==> src/rtl/blood_sprite_renderer_pkg.sv <==
// Shared constants and state encoding for the blood-splatter sprite renderer.
package sprite_pkg;
  localparam int SPR_SIZE = 64;
  localparam int COLOR_W  = 12;
  localparam int H_ACTIVE = 640;
  localparam int V_ACTIVE = 480;

  localparam logic [COLOR_W-1:0] TRANSPARENT_COLOR = 12'h000;

  typedef enum logic {
    IDLE = 1'b0,
    SHOW = 1'b1
  } state_t;
endpackage

==> src/rtl/blood_sprite_renderer_if.sv <==
// Video, trigger, sprite-ROM and keyed-pixel signals of the renderer.
interface blood_sprite_renderer_if;
  import sprite_pkg::*;

  logic               video_on;
  logic [9:0]         pixel_x;
  logic [9:0]         pixel_y;
  logic               frame_tick;
  logic               hit;
  logic [9:0]         hit_x;
  logic [9:0]         hit_y;
  logic [5:0]         rom_row;
  logic [5:0]         rom_col;
  logic [COLOR_W-1:0] rom_color;
  logic [COLOR_W-1:0] rgb_out;
  logic               sprite_on;
  logic               busy;

  modport master (
    output video_on, pixel_x, pixel_y, frame_tick, hit, hit_x, hit_y, rom_color,
    input  rom_row, rom_col, rgb_out, sprite_on, busy
  );

  modport slave (
    input  video_on, pixel_x, pixel_y, frame_tick, hit, hit_x, hit_y, rom_color,
    output rom_row, rom_col, rgb_out, sprite_on, busy
  );
endinterface

==> src/rtl/blood_sprite_renderer_anim_ctrl.sv <==
// Pending-hit latch, IDLE/SHOW state machine and per-frame visibility counter.
module sprite_anim_ctrl
  import sprite_pkg::*;
#(
  parameter int SHOW_FRAMES = 30
) (
  input  logic       clk,
  input  logic       reset_n,
  input  logic       frame_tick,
  input  logic       hit,
  input  logic [9:0] hit_x,
  input  logic [9:0] hit_y,
  output logic       show,
  output logic [9:0] pos_x,
  output logic [9:0] pos_y,
  output logic       busy
);
  localparam logic [7:0] SHOW_LOAD = 8'(SHOW_FRAMES);

  state_t     state_reg, state_next;
  logic       pend_valid_reg, pend_valid_next;
  logic [9:0] pend_x_reg, pend_x_next;
  logic [9:0] pend_y_reg, pend_y_next;
  logic [9:0] pos_x_reg, pos_x_next;
  logic [9:0] pos_y_reg, pos_y_next;
  logic [7:0] frames_left_reg, frames_left_next;

  always_ff @(posedge clk or negedge reset_n) begin
    if (!reset_n) begin
      state_reg       <= IDLE;
      pend_valid_reg  <= 1'b0;
      pend_x_reg      <= '0;
      pend_y_reg      <= '0;
      pos_x_reg       <= '0;
      pos_y_reg       <= '0;
      frames_left_reg <= '0;
    end else begin
      state_reg       <= state_next;
      pend_valid_reg  <= pend_valid_next;
      pend_x_reg      <= pend_x_next;
      pend_y_reg      <= pend_y_next;
      pos_x_reg       <= pos_x_next;
      pos_y_reg       <= pos_y_next;
      frames_left_reg <= frames_left_next;
    end
  end

  always_comb begin
    state_next       = state_reg;
    pend_valid_next  = pend_valid_reg;
    pend_x_next      = pend_x_reg;
    pend_y_next      = pend_y_reg;
    pos_x_next       = pos_x_reg;
    pos_y_next       = pos_y_reg;
    frames_left_next = frames_left_reg;

    if (frame_tick) begin
      if (pend_valid_reg) begin
        pos_x_next       = pend_x_reg;
        pos_y_next       = pend_y_reg;
        frames_left_next = SHOW_LOAD;
        state_next       = SHOW;
        pend_valid_next  = 1'b0;
      end else if (state_reg == SHOW && frames_left_reg == 8'd1) begin
        state_next       = IDLE;
        frames_left_next = '0;
      end else if (state_reg == SHOW) begin
        frames_left_next = frames_left_reg - 8'd1;
      end
    end

    // A hit in the tick cycle stays pending for the following tick.
    if (hit) begin
      pend_valid_next = 1'b1;
      pend_x_next     = hit_x;
      pend_y_next     = hit_y;
    end
  end

  assign show  = (state_reg == SHOW);
  assign pos_x = pos_x_reg;
  assign pos_y = pos_y_reg;
  assign busy  = (state_reg == SHOW) || pend_valid_reg;
endmodule

==> src/rtl/blood_sprite_renderer.sv <==
// Blood-splatter sprite reader: region test, ROM addressing and a two-stage
// keying pipeline matched to the external sprite ROM's one-cycle read latency.
module blood_sprite_renderer
  import sprite_pkg::*;
#(
  parameter int                 SHOW_FRAMES = 30,
  parameter logic [COLOR_W-1:0] TRANSPARENT = TRANSPARENT_COLOR
) (
  input  logic                    clk,
  input  logic                    reset_n,
  blood_sprite_renderer_if.slave  bus
);
  logic               show;
  logic [9:0]         pos_x, pos_y;
  logic [10:0]        dx, dy;
  logic               in_region;
  logic               in_region_d_reg;
  logic               opaque;
  logic [COLOR_W-1:0] keyed_rgb;
  logic               sprite_on_reg;
  logic [COLOR_W-1:0] rgb_reg;

  sprite_anim_ctrl #(
    .SHOW_FRAMES (SHOW_FRAMES)
  ) u_anim_ctrl (
    .clk        (clk),
    .reset_n    (reset_n),
    .frame_tick (bus.frame_tick),
    .hit        (bus.hit),
    .hit_x      (bus.hit_x),
    .hit_y      (bus.hit_y),
    .show       (show),
    .pos_x      (pos_x),
    .pos_y      (pos_y),
    .busy       (bus.busy)
  );

  // Unsigned 11-bit difference: a set MSB means the pixel lies left of/above
  // the sprite, so edge sprites are clipped instead of wrapping.
  assign dx = {1'b0, bus.pixel_x} - {1'b0, pos_x};
  assign dy = {1'b0, bus.pixel_y} - {1'b0, pos_y};

  assign in_region = show && bus.video_on
                  && !dx[10] && (dx < 11'(SPR_SIZE))
                  && !dy[10] && (dy < 11'(SPR_SIZE));

  assign bus.rom_col = in_region ? dx[5:0] : 6'd0;
  assign bus.rom_row = in_region ? dy[5:0] : 6'd0;

  assign opaque = in_region_d_reg && (bus.rom_color != TRANSPARENT);

  generate
    for (genvar gi = 0; gi < COLOR_W; gi++) begin : g_key
      assign keyed_rgb[gi] = opaque & bus.rom_color[gi];
    end
  endgenerate

  always_ff @(posedge clk or negedge reset_n) begin
    if (!reset_n) begin
      in_region_d_reg <= 1'b0;
      sprite_on_reg   <= 1'b0;
      rgb_reg         <= '0;
    end else begin
      in_region_d_reg <= in_region;
      sprite_on_reg   <= opaque;
      rgb_reg         <= keyed_rgb;
    end
  end

  assign bus.sprite_on = sprite_on_reg;
  assign bus.rgb_out   = rgb_reg;
endmodule
==> src/flat_wrapper.sv <==
// flat-port wrapper written by rule: the top's interface ports become plain ports
module blood_sprite_renderer_flat import sprite_pkg::*;
#(
  parameter int                 SHOW_FRAMES = 30,
  parameter logic [COLOR_W-1:0] TRANSPARENT = TRANSPARENT_COLOR
)
  (clk, reset_n, bus_video_on, bus_pixel_x, bus_pixel_y, bus_frame_tick, bus_hit, bus_hit_x, bus_hit_y, bus_rom_color, bus_rom_row, bus_rom_col, bus_rgb_out, bus_sprite_on, bus_busy);
  blood_sprite_renderer_if bus_i ();
  input  logic clk;
  input  logic reset_n;
  input wire logic [$bits(bus_i.video_on)-1:0] bus_video_on;
  input wire logic [$bits(bus_i.pixel_x)-1:0] bus_pixel_x;
  input wire logic [$bits(bus_i.pixel_y)-1:0] bus_pixel_y;
  input wire logic [$bits(bus_i.frame_tick)-1:0] bus_frame_tick;
  input wire logic [$bits(bus_i.hit)-1:0] bus_hit;
  input wire logic [$bits(bus_i.hit_x)-1:0] bus_hit_x;
  input wire logic [$bits(bus_i.hit_y)-1:0] bus_hit_y;
  input wire logic [$bits(bus_i.rom_color)-1:0] bus_rom_color;
  output wire logic [$bits(bus_i.rom_row)-1:0] bus_rom_row;
  output wire logic [$bits(bus_i.rom_col)-1:0] bus_rom_col;
  output wire logic [$bits(bus_i.rgb_out)-1:0] bus_rgb_out;
  output wire logic [$bits(bus_i.sprite_on)-1:0] bus_sprite_on;
  output wire logic [$bits(bus_i.busy)-1:0] bus_busy;
  assign bus_i.video_on = bus_video_on;
  assign bus_i.pixel_x = bus_pixel_x;
  assign bus_i.pixel_y = bus_pixel_y;
  assign bus_i.frame_tick = bus_frame_tick;
  assign bus_i.hit = bus_hit;
  assign bus_i.hit_x = bus_hit_x;
  assign bus_i.hit_y = bus_hit_y;
  assign bus_i.rom_color = bus_rom_color;
  assign bus_rom_row = bus_i.rom_row;
  assign bus_rom_col = bus_i.rom_col;
  assign bus_rgb_out = bus_i.rgb_out;
  assign bus_sprite_on = bus_i.sprite_on;
  assign bus_busy = bus_i.busy;
  blood_sprite_renderer #(.SHOW_FRAMES(SHOW_FRAMES), .TRANSPARENT(TRANSPARENT)) u_core (.clk(clk), .reset_n(reset_n), .bus(bus_i));
endmodule
==> config.mk <==
export PLATFORM = sky130hd
export DESIGN_NAME = blood_sprite_renderer_flat
export DESIGN_NICKNAME = d
export VERILOG_FILES = /design/src/rtl/blood_sprite_renderer_pkg.sv /design/src/rtl/blood_sprite_renderer_if.sv /design/src/rtl/blood_sprite_renderer_anim_ctrl.sv /design/src/rtl/blood_sprite_renderer.sv /design/src/flat_wrapper.sv
export SDC_FILE = /design/constraint.sdc
export NUM_CORES = 1
export LEC_CHECK = 0
export ABC_AREA = 1
export CAP_MARGIN = 30
export CELL_PAD_IN_SITES_DETAIL_PLACEMENT = 1
export CELL_PAD_IN_SITES_GLOBAL_PLACEMENT = 2
export CORE_UTILIZATION = 29
export DETAILED_ROUTE_END_ITERATION = 8
export GPL_TIMING_DRIVEN = 1
export PLACE_DENSITY_LB_ADDON = 0.1
export SLEW_MARGIN = 15
export SYNTH_ARGS = -nofsm -noshare
export SYNTH_HDL_FRONTEND = slang
export SYNTH_SLANG_ARGS = --single-unit
==> constraint.sdc <==
create_clock -name clk -period 3.51 [get_ports clk]
set_clock_uncertainty 0.2 [all_clocks]
set_input_delay 0.702 -clock clk [delete_from_list [all_inputs] [get_ports clk]]
set_output_delay 0.702 -clock clk [all_outputs]
set_load 0.02 [all_outputs]
---- Word-level counts from Yosys, hierarchy flattened ----
Index checks and enable logic that the tools add are counted.
operators by class
  add/sub/neg operators ................... 3
  $mul .................................... 0
  divide/modulo/power cells ............... 0
  $lt $le $gt $ge ......................... 2
  equality and inequality tests ........... 1
  shift operators ......................... 0
  multiplexer cells ....................... 9
  bitwise operators ....................... 12
  reduce and logical (&&, ||, !) cells .... 17
operators with widths
  cell                                                                    count
  8-bit 2-to-1 mux                                                        3
  11-bit by 7-bit < comparator with 1-bit output (second input constant)  2
  10-bit by 10-bit subtractor with 11-bit output                          2
  1-bit AND                                                               12
  6-bit 2-to-1 mux                                                        2
  12-bit nonzero test                                                     1
  8-bit by 1-bit equality test with 1-bit output (second input constant)  1
  8-bit by 1-bit subtractor with 8-bit output (second input constant)     1
  1-bit logical AND                                                       7
  2-bit AND reduction                                                     3
  1-bit 2-to-1 mux                                                        4
  2-bit nonzero test                                                      2
  3-bit nonzero test                                                      1
  1-bit logical NOT                                                       2
  1-bit logical OR                                                        1
storage, ports and cells
  flip-flop bits (word level) ............. 64
  latch bits .............................. 0
  bits in writable memories ............... 0
  ROM bits ................................ 0
  input port bits ......................... 57
  logic and storage cells ................. 54
  memories kept ........................... 0

---- Depth between registers and ports, before layout ----
  depth in word-level cells ............... 7
  gate-level depth with buffers ........... 15

---- Modules after synthesis ----
A second synthesis with hierarchy kept.
second synthesis, totals
  cells, all modules ...................... 509
  area total of the unflattened synthesis .. 3762.4 um2
by module, submodules not included
  module                 times used  cells each  area each (um2)
  sprite_anim_ctrl       1           234         2063.2
  blood_sprite_renderer  1           275         1699.1

---- Worst setup path before layout ----
OpenSTA, ideal clock, no wires.
  path kind ............................... in2out
  start point ............................. in bus_pixel_y[0]
  end point ............................... out bus_rom_col[0]
  arrival time ............................ 2.369 ns
  data required time ...................... 2.608 ns
  setup slack ............................. 0.239 ns
  cell stages on the path ................. 14
  buffers on the path ..................... 1
  path through ............................ inv_1 -> ha_1 -> inv_1 -> fa_1 -> nand3_1 -> nand3_2 -> nand3_1 -> nand2_1 -> nand2_1 -> nand2_1 -> nor2_1 -> nand4_2 -> buf_6 -> nor2_2
on the way
  longest elaborated chain between the ends .. 5
  elaborated cells between the ends (all ways) .. 6
  those cells by class .................... 1 x add/sub; 1 x order compare; 1 x mux; 3 x reduce/logical
ends and longest elaborated chain
  element                                                                                                 line                         text
  from (decl)                                                                                             flat_wrapper.sv:13           input wire logic [$bits(bus_i.pixel_y)-1:0] bus_pixel_y;
  10-bit by 10-bit subtractor with 11-bit output *                                                        blood_sprite_renderer.sv:41  assign dy = {1'b0, bus.pixel_y} - {1'b0, pos_y};
  parallel branches: the longest is 2 deep, another holds 11-bit by 7-bit < comparator with 1-bit output  --
  1-bit logical AND *                                                                                     blood_sprite_renderer.sv:45  && !dy[10] && (dy < 11'(SPR_SIZE));
  6-bit 2-to-1 mux *                                                                                      blood_sprite_renderer.sv:47  assign bus.rom_col = in_region ? dx[5:0] : 6'd0;
  to (decl)                                                                                               flat_wrapper.sv:20           output wire logic [$bits(bus_i.rom_col)-1:0] bus_rom_col;
Mark *: on every way between the ends.

---- Worst setup path in the final report ----
  start point ............................. in bus_pixel_x[3]
  end point ............................... out bus_rom_col[2]
on the way
  longest elaborated chain between the ends .. 7
  elaborated cells between the ends (all ways) .. 8
  those cells by class .................... 1 x add/sub; 1 x order compare; 1 x mux; 5 x reduce/logical
ends and longest elaborated chain
  element                                                                                                 line                         text
  from (decl)                                                                                             flat_wrapper.sv:12           input wire logic [$bits(bus_i.pixel_x)-1:0] bus_pixel_x;
  10-bit by 10-bit subtractor with 11-bit output *                                                        blood_sprite_renderer.sv:40  assign dx = {1'b0, bus.pixel_x} - {1'b0, pos_x};
  parallel branches: the longest is 2 deep, another holds 11-bit by 7-bit < comparator with 1-bit output  --
  1-bit logical AND *                                                                                     blood_sprite_renderer.sv:44  && !dx[10] && (dx < 11'(SPR_SIZE))
  1-bit logical AND * (2 in series)                                                                       blood_sprite_renderer.sv:45
  6-bit 2-to-1 mux *                                                                                      blood_sprite_renderer.sv:47
Marks and branches as above.

==> out/qor.txt <==
SETUP PATH
-----------------------------------------------------------------------------------------------
Signal arrival time at the worst endpoint ........................................      2.58 ns
WS Path Type .....................................................................       in2out
Slowest library cell on the worst path ...........................................         ha_4
Top cell family by delay on the critical path .................................... simple AND/OR/NAND/NOR gates
Critical Path Fanout Max .........................................................            6
Reg-to-reg endpoint .............................................................. u_core.in_region_d_reg$_DFF_PN0_
Number of cells on the worst reg-to-reg path .....................................           14
Worst stage delay on the critical path ...........................................      0.27 ns
Startpoint of the worst-slack reg-to-reg timing path ............................. u_core.u_anim_ctrl.pos_x[0]$_DFFE_PN0P_
Critical Path Start Type ......................................................... primary input
Data required time of the critical path ..........................................      2.61 ns
Worst setup slack for register-to-register paths .................................      1.09 ns
Cells traversed along the worst timing path ...................................... dlygate4sd2_1 -> ha_4 -> inv_1 -> nand2_2 -> buf_4 -> nand3_1 -> nand2_1 -> nand2_1 -> nand2_1 -> nand2_1 -> nor2_2 -> nand4_4 -> clkbuf_16 -> nor2_4 -> buf_6
Buffers plus inverters on the worst setup path ...................................            5
Top cell by count, worst path ....................................................      nand2_1
Type of destination of the critical path .........................................   output pin

SYNTH
-----------------------------------------------------------------------------------------------
Synthesized flop and latch total .................................................           64
Number of nets produced by synthesis .............................................          573
EDFF count, synth ................................................................            0
Cell area after technology mapping ...............................................     3740 um2
Synthesis Warnings ...............................................................            0
Most used DFF post-synth .........................................................      dfrtp_1
Cell count after synthesis .......................................................          492
Sequential cell area fraction in the yosys report ................................        42.8%
Post-synth cell types ............................................................           31
Synthesized area per cell ........................................................     7.61 um2
Async set-or-reset flop fraction in the synthesized netlist ......................         100%

GLOBAL ROUTE
-----------------------------------------------------------------------------------------------
Pin count of the biggest net entering global routing .............................           45
GR Util All Layers ...............................................................        16.9%
Number of global-route vias before repair ........................................         3643
Overflow left after global routing ...............................................            0
Global-route wire length before repair ...........................................     17200 um
Initial antenna violation count ..................................................            0

POWER AND IR DROP
-----------------------------------------------------------------------------------------------
Largest vdd supply drop ..........................................................     0.249 mV
Clock share of power .............................................................        34.4%
Portion of total power attributed to combinational logic .........................        33.1%
NetSw ............................................................................       797 uW
Pwr/cell area ....................................................................   448 nW/um2
Overall Power ....................................................................      2580 uW
Cell Int Power ...................................................................      1780 uW
Sw Share .........................................................................        30.9%
Lkg Pwr ..........................................................................   0.00285 uW
Part of the total power dissipated in sequential elements ........................        32.5%

TIMING
-----------------------------------------------------------------------------------------------
Final slew viol count ............................................................            0
Actual transition at the worst max-transition pin ................................     0.529 ns
Highest clock rate ...............................................................      287 MHz
Count of final hold-check violations .............................................            0
Tightest slew margin relative to the limit .......................................        64.7%
Number of setup violations in the final report ...................................            0
Final min period .................................................................      3.48 ns
Worst path setup slack after routing .............................................    0.0293 ns
Setup repair after global routing missed its margin ..............................          yes
Share of the clock period used by the worst path .................................        99.2%

CLOCK TREE
-----------------------------------------------------------------------------------------------
Number of buffers inserted during clock tree synthesis ...........................            9
Worst-skew pair later-pin latency ................................................      0.33 ns
Maximum count of clock buffers along a single path ...............................            2
Clock Root Buffer ................................................................    clkbuf_16
Number of H-tree branching levels ................................................            3
Clock input transition at the sequential cells of the worst setup and hold paths .      0.05 ns
CTS sink cnt .....................................................................           64
TritonCTS clock tree .............................................................          yes

DIE
-----------------------------------------------------------------------------------------------
Die H ............................................................................       116 um
Die Outline Area .................................................................    13400 um2
Placeable core region ............................................................    12600 um2
Total number of placement rows ...................................................           41
Effective utilization at floorplan ...............................................        29.7%
Num ports ........................................................................           83
Die span in x ....................................................................       116 um

STATUS
-----------------------------------------------------------------------------------------------
Run status .......................................................................    completed

LAYOUT
-----------------------------------------------------------------------------------------------
Layout net count .................................................................          698
Layout Area Growth over Synthesis ................................................        53.8%
Largest register FFs .............................................................           12
Fraction of layout instances using a drive strength above 1 ......................        24.4%
Number of diodes added for antenna fixing ........................................            0

ROUTE
-----------------------------------------------------------------------------------------------
Total via count after detailed routing ...........................................         3448
Drt wl/cell ......................................................................      12.8 um
Total Routed Length ..............................................................     10200 um
Via density per instance .........................................................         4.34
Drc violations ...................................................................            0
Antenna viol nets, final .........................................................            0
Starting DRT DRC Count ...........................................................          154
Initial DRT Pass Iterations ......................................................            4

PLACED DESIGN
-----------------------------------------------------------------------------------------------
Number of buffers inserted by port buffering .....................................           82
Placer's final routability congestion estimate ...................................        0.810
Post-placement worst setup slack .................................................    -0.818 ns
Detailed Place HPWL ..............................................................      7620 um

FLOW RUN
-----------------------------------------------------------------------------------------------
Number of maximum-capacitance violations .........................................            0

WORST HOLD PATH
-----------------------------------------------------------------------------------------------
Min-Delay Path Class .............................................................     in2async

## cells by family (layout without fill, tap and decap cells)
group                    Yosys count  in the layout  share of synthesized area, %
AO/OA/AOI/OAI                     62             62                          8.96
XOR/XNOR                          14             14                          3.28
adder cells (fa/ha/maj)           24             24                          8.42
buffers and inverters            114            244                          11.6
flip-flops                        64             64                          42.8
AND/OR/NAND/NOR                  214            214                          24.9
## cell usage in the layout, fill, tap and decap left out, drive strengths merged, types with 2 or more instances in the layout
cell type        n
nor2            44
o211ai           3
o21ai           41
xnor2            5
inv            104
dlygate4sd2     14
clkbuf          16
dfrtp           64
ha              22
clkdlybuf4s50   49
nand4            6
nand3           23
clkinv           2
buf             56
nand2          135
clkdlybuf4s15    2
xor2             9
a21oi           12
fa               2
o22ai            3
nor3             4
## power groups by stage
| stage | Sequential, uW | Clock [uW] | Combinational [uW] |
|---|---|---|---|
| final | 838 | 887 | 854 |
| after global placement | 846 | 0 | 680 |
| after floorplan | 840 | 0 | 415 |
| after detailed placement | 849 | 0 | 695 |
| after global routing | 846 | 946 | 961 |
| after CTS | 839 | 913 | 827 |
## per-stage QoR
| step | utilization, % | instances | setup TNS (ns) | hold WS, ns | area [um2] |
|---|---|---|---|---|---|
| detailed placement | 39.5 | 769 | -9.59 | 0.275 | 4990 |
| finish | 45.6 | 794 | 0 | 0.183 | 5760 |
| global route | 45.6 | 794 | -0.332 | 0.205 | 5760 |
| global placement | 39.5 | 769 | -8.21 | 0.267 | 4990 |
| floorplan | - | 492 | 0 | 0.206 | 3740 |
| CTS | 45.0 | 793 | -0.0274 | 0.186 | 5670 |
## how the worst max path moves through the flow
| stage | endpoint | from | cells after the start |
|---|---|---|---|
| 3_5_place_dp | bus_rom_col[5] | bus_pixel_x[0] | 16 |
| 5_1_grt | bus_rom_col[2] | bus_pixel_x[0] | 16 |
| 2_1_floorplan | bus_rom_col[0] | bus_pixel_y[0] | 14 |
| 3_3_place_gp | bus_rom_row[0] | bus_pixel_y[0] | 16 |
| 4_1_cts | bus_rom_col[2] | bus_pixel_x[0] | 16 |
| 6_report | bus_rom_col[2] | bus_pixel_x[3] | 15 |
## worst register-to-register path, stage by stage, from the launching register on
cell and delay [ns]:
dfrtp_1 0.40, ha_4 0.14, inv_2 0.04, fa_2 0.35, nand2_2 0.10, nand3_4 0.08
nand3_1 0.12, nand3_1 0.09, nand2_1 0.07, nand2_1 0.06, nor2_2 0.12, nand4_4 0.14
clkbuf_16 0.20, buf_4 0.14, inv_1 0.09
## cells in the mapped netlist (2+ instances only)
cell      count  area [um2]
a21oi_1      10        50.1
a21oi_2       2        17.5
clkbuf_1      9        33.8
dfrtp_1      64        1600
fa_1          2        40.0
ha_1         22         275
inv_1       103         387
nand2_1     130         488
nand2_2       4        25.0
nand3_1      20         100
nand3_2       3        30.0
nand4_1       5        31.3
nor2_1       33         124
nor2_2       10        62.6
nor3_1        3        15.0
o211ai_1      3        22.5
o21ai_0      41         205
o22ai_1       3        18.8
xnor2_1       5        43.8
xor2_1        9        78.8
## layer usage
layer	wire, um	track usage, %
met1	4620	21.1
met4	121	5.56
met2	4940	28.2
met3	507	4.45
met5	0	0
## area by class of cell
cell class,count,area (um2)
Fill cell,1526,6860
Tap cell,172,215
Timing Repair Buffer,124,1140
Inverter,104,393
Clock inverter,3,40.0
Sequential cell,64,1600
Clock buffer,13,260
Multi-Input combinational cell,314,2110
## what timing repair did
| item | in CTS | in global routing |
|---|---|---|
| gates cloned | 1 | 0 |
| buffers inserted | 7 | 1 |
| gates resized for setup | 158 | 21 |
| endpoints found under the setup margin | 12 | 12 |
| hold buffers | 0 | 0 |
| pin swaps | 22 | 6 |
Note: power is estimated with default switching activity, not from simulation.
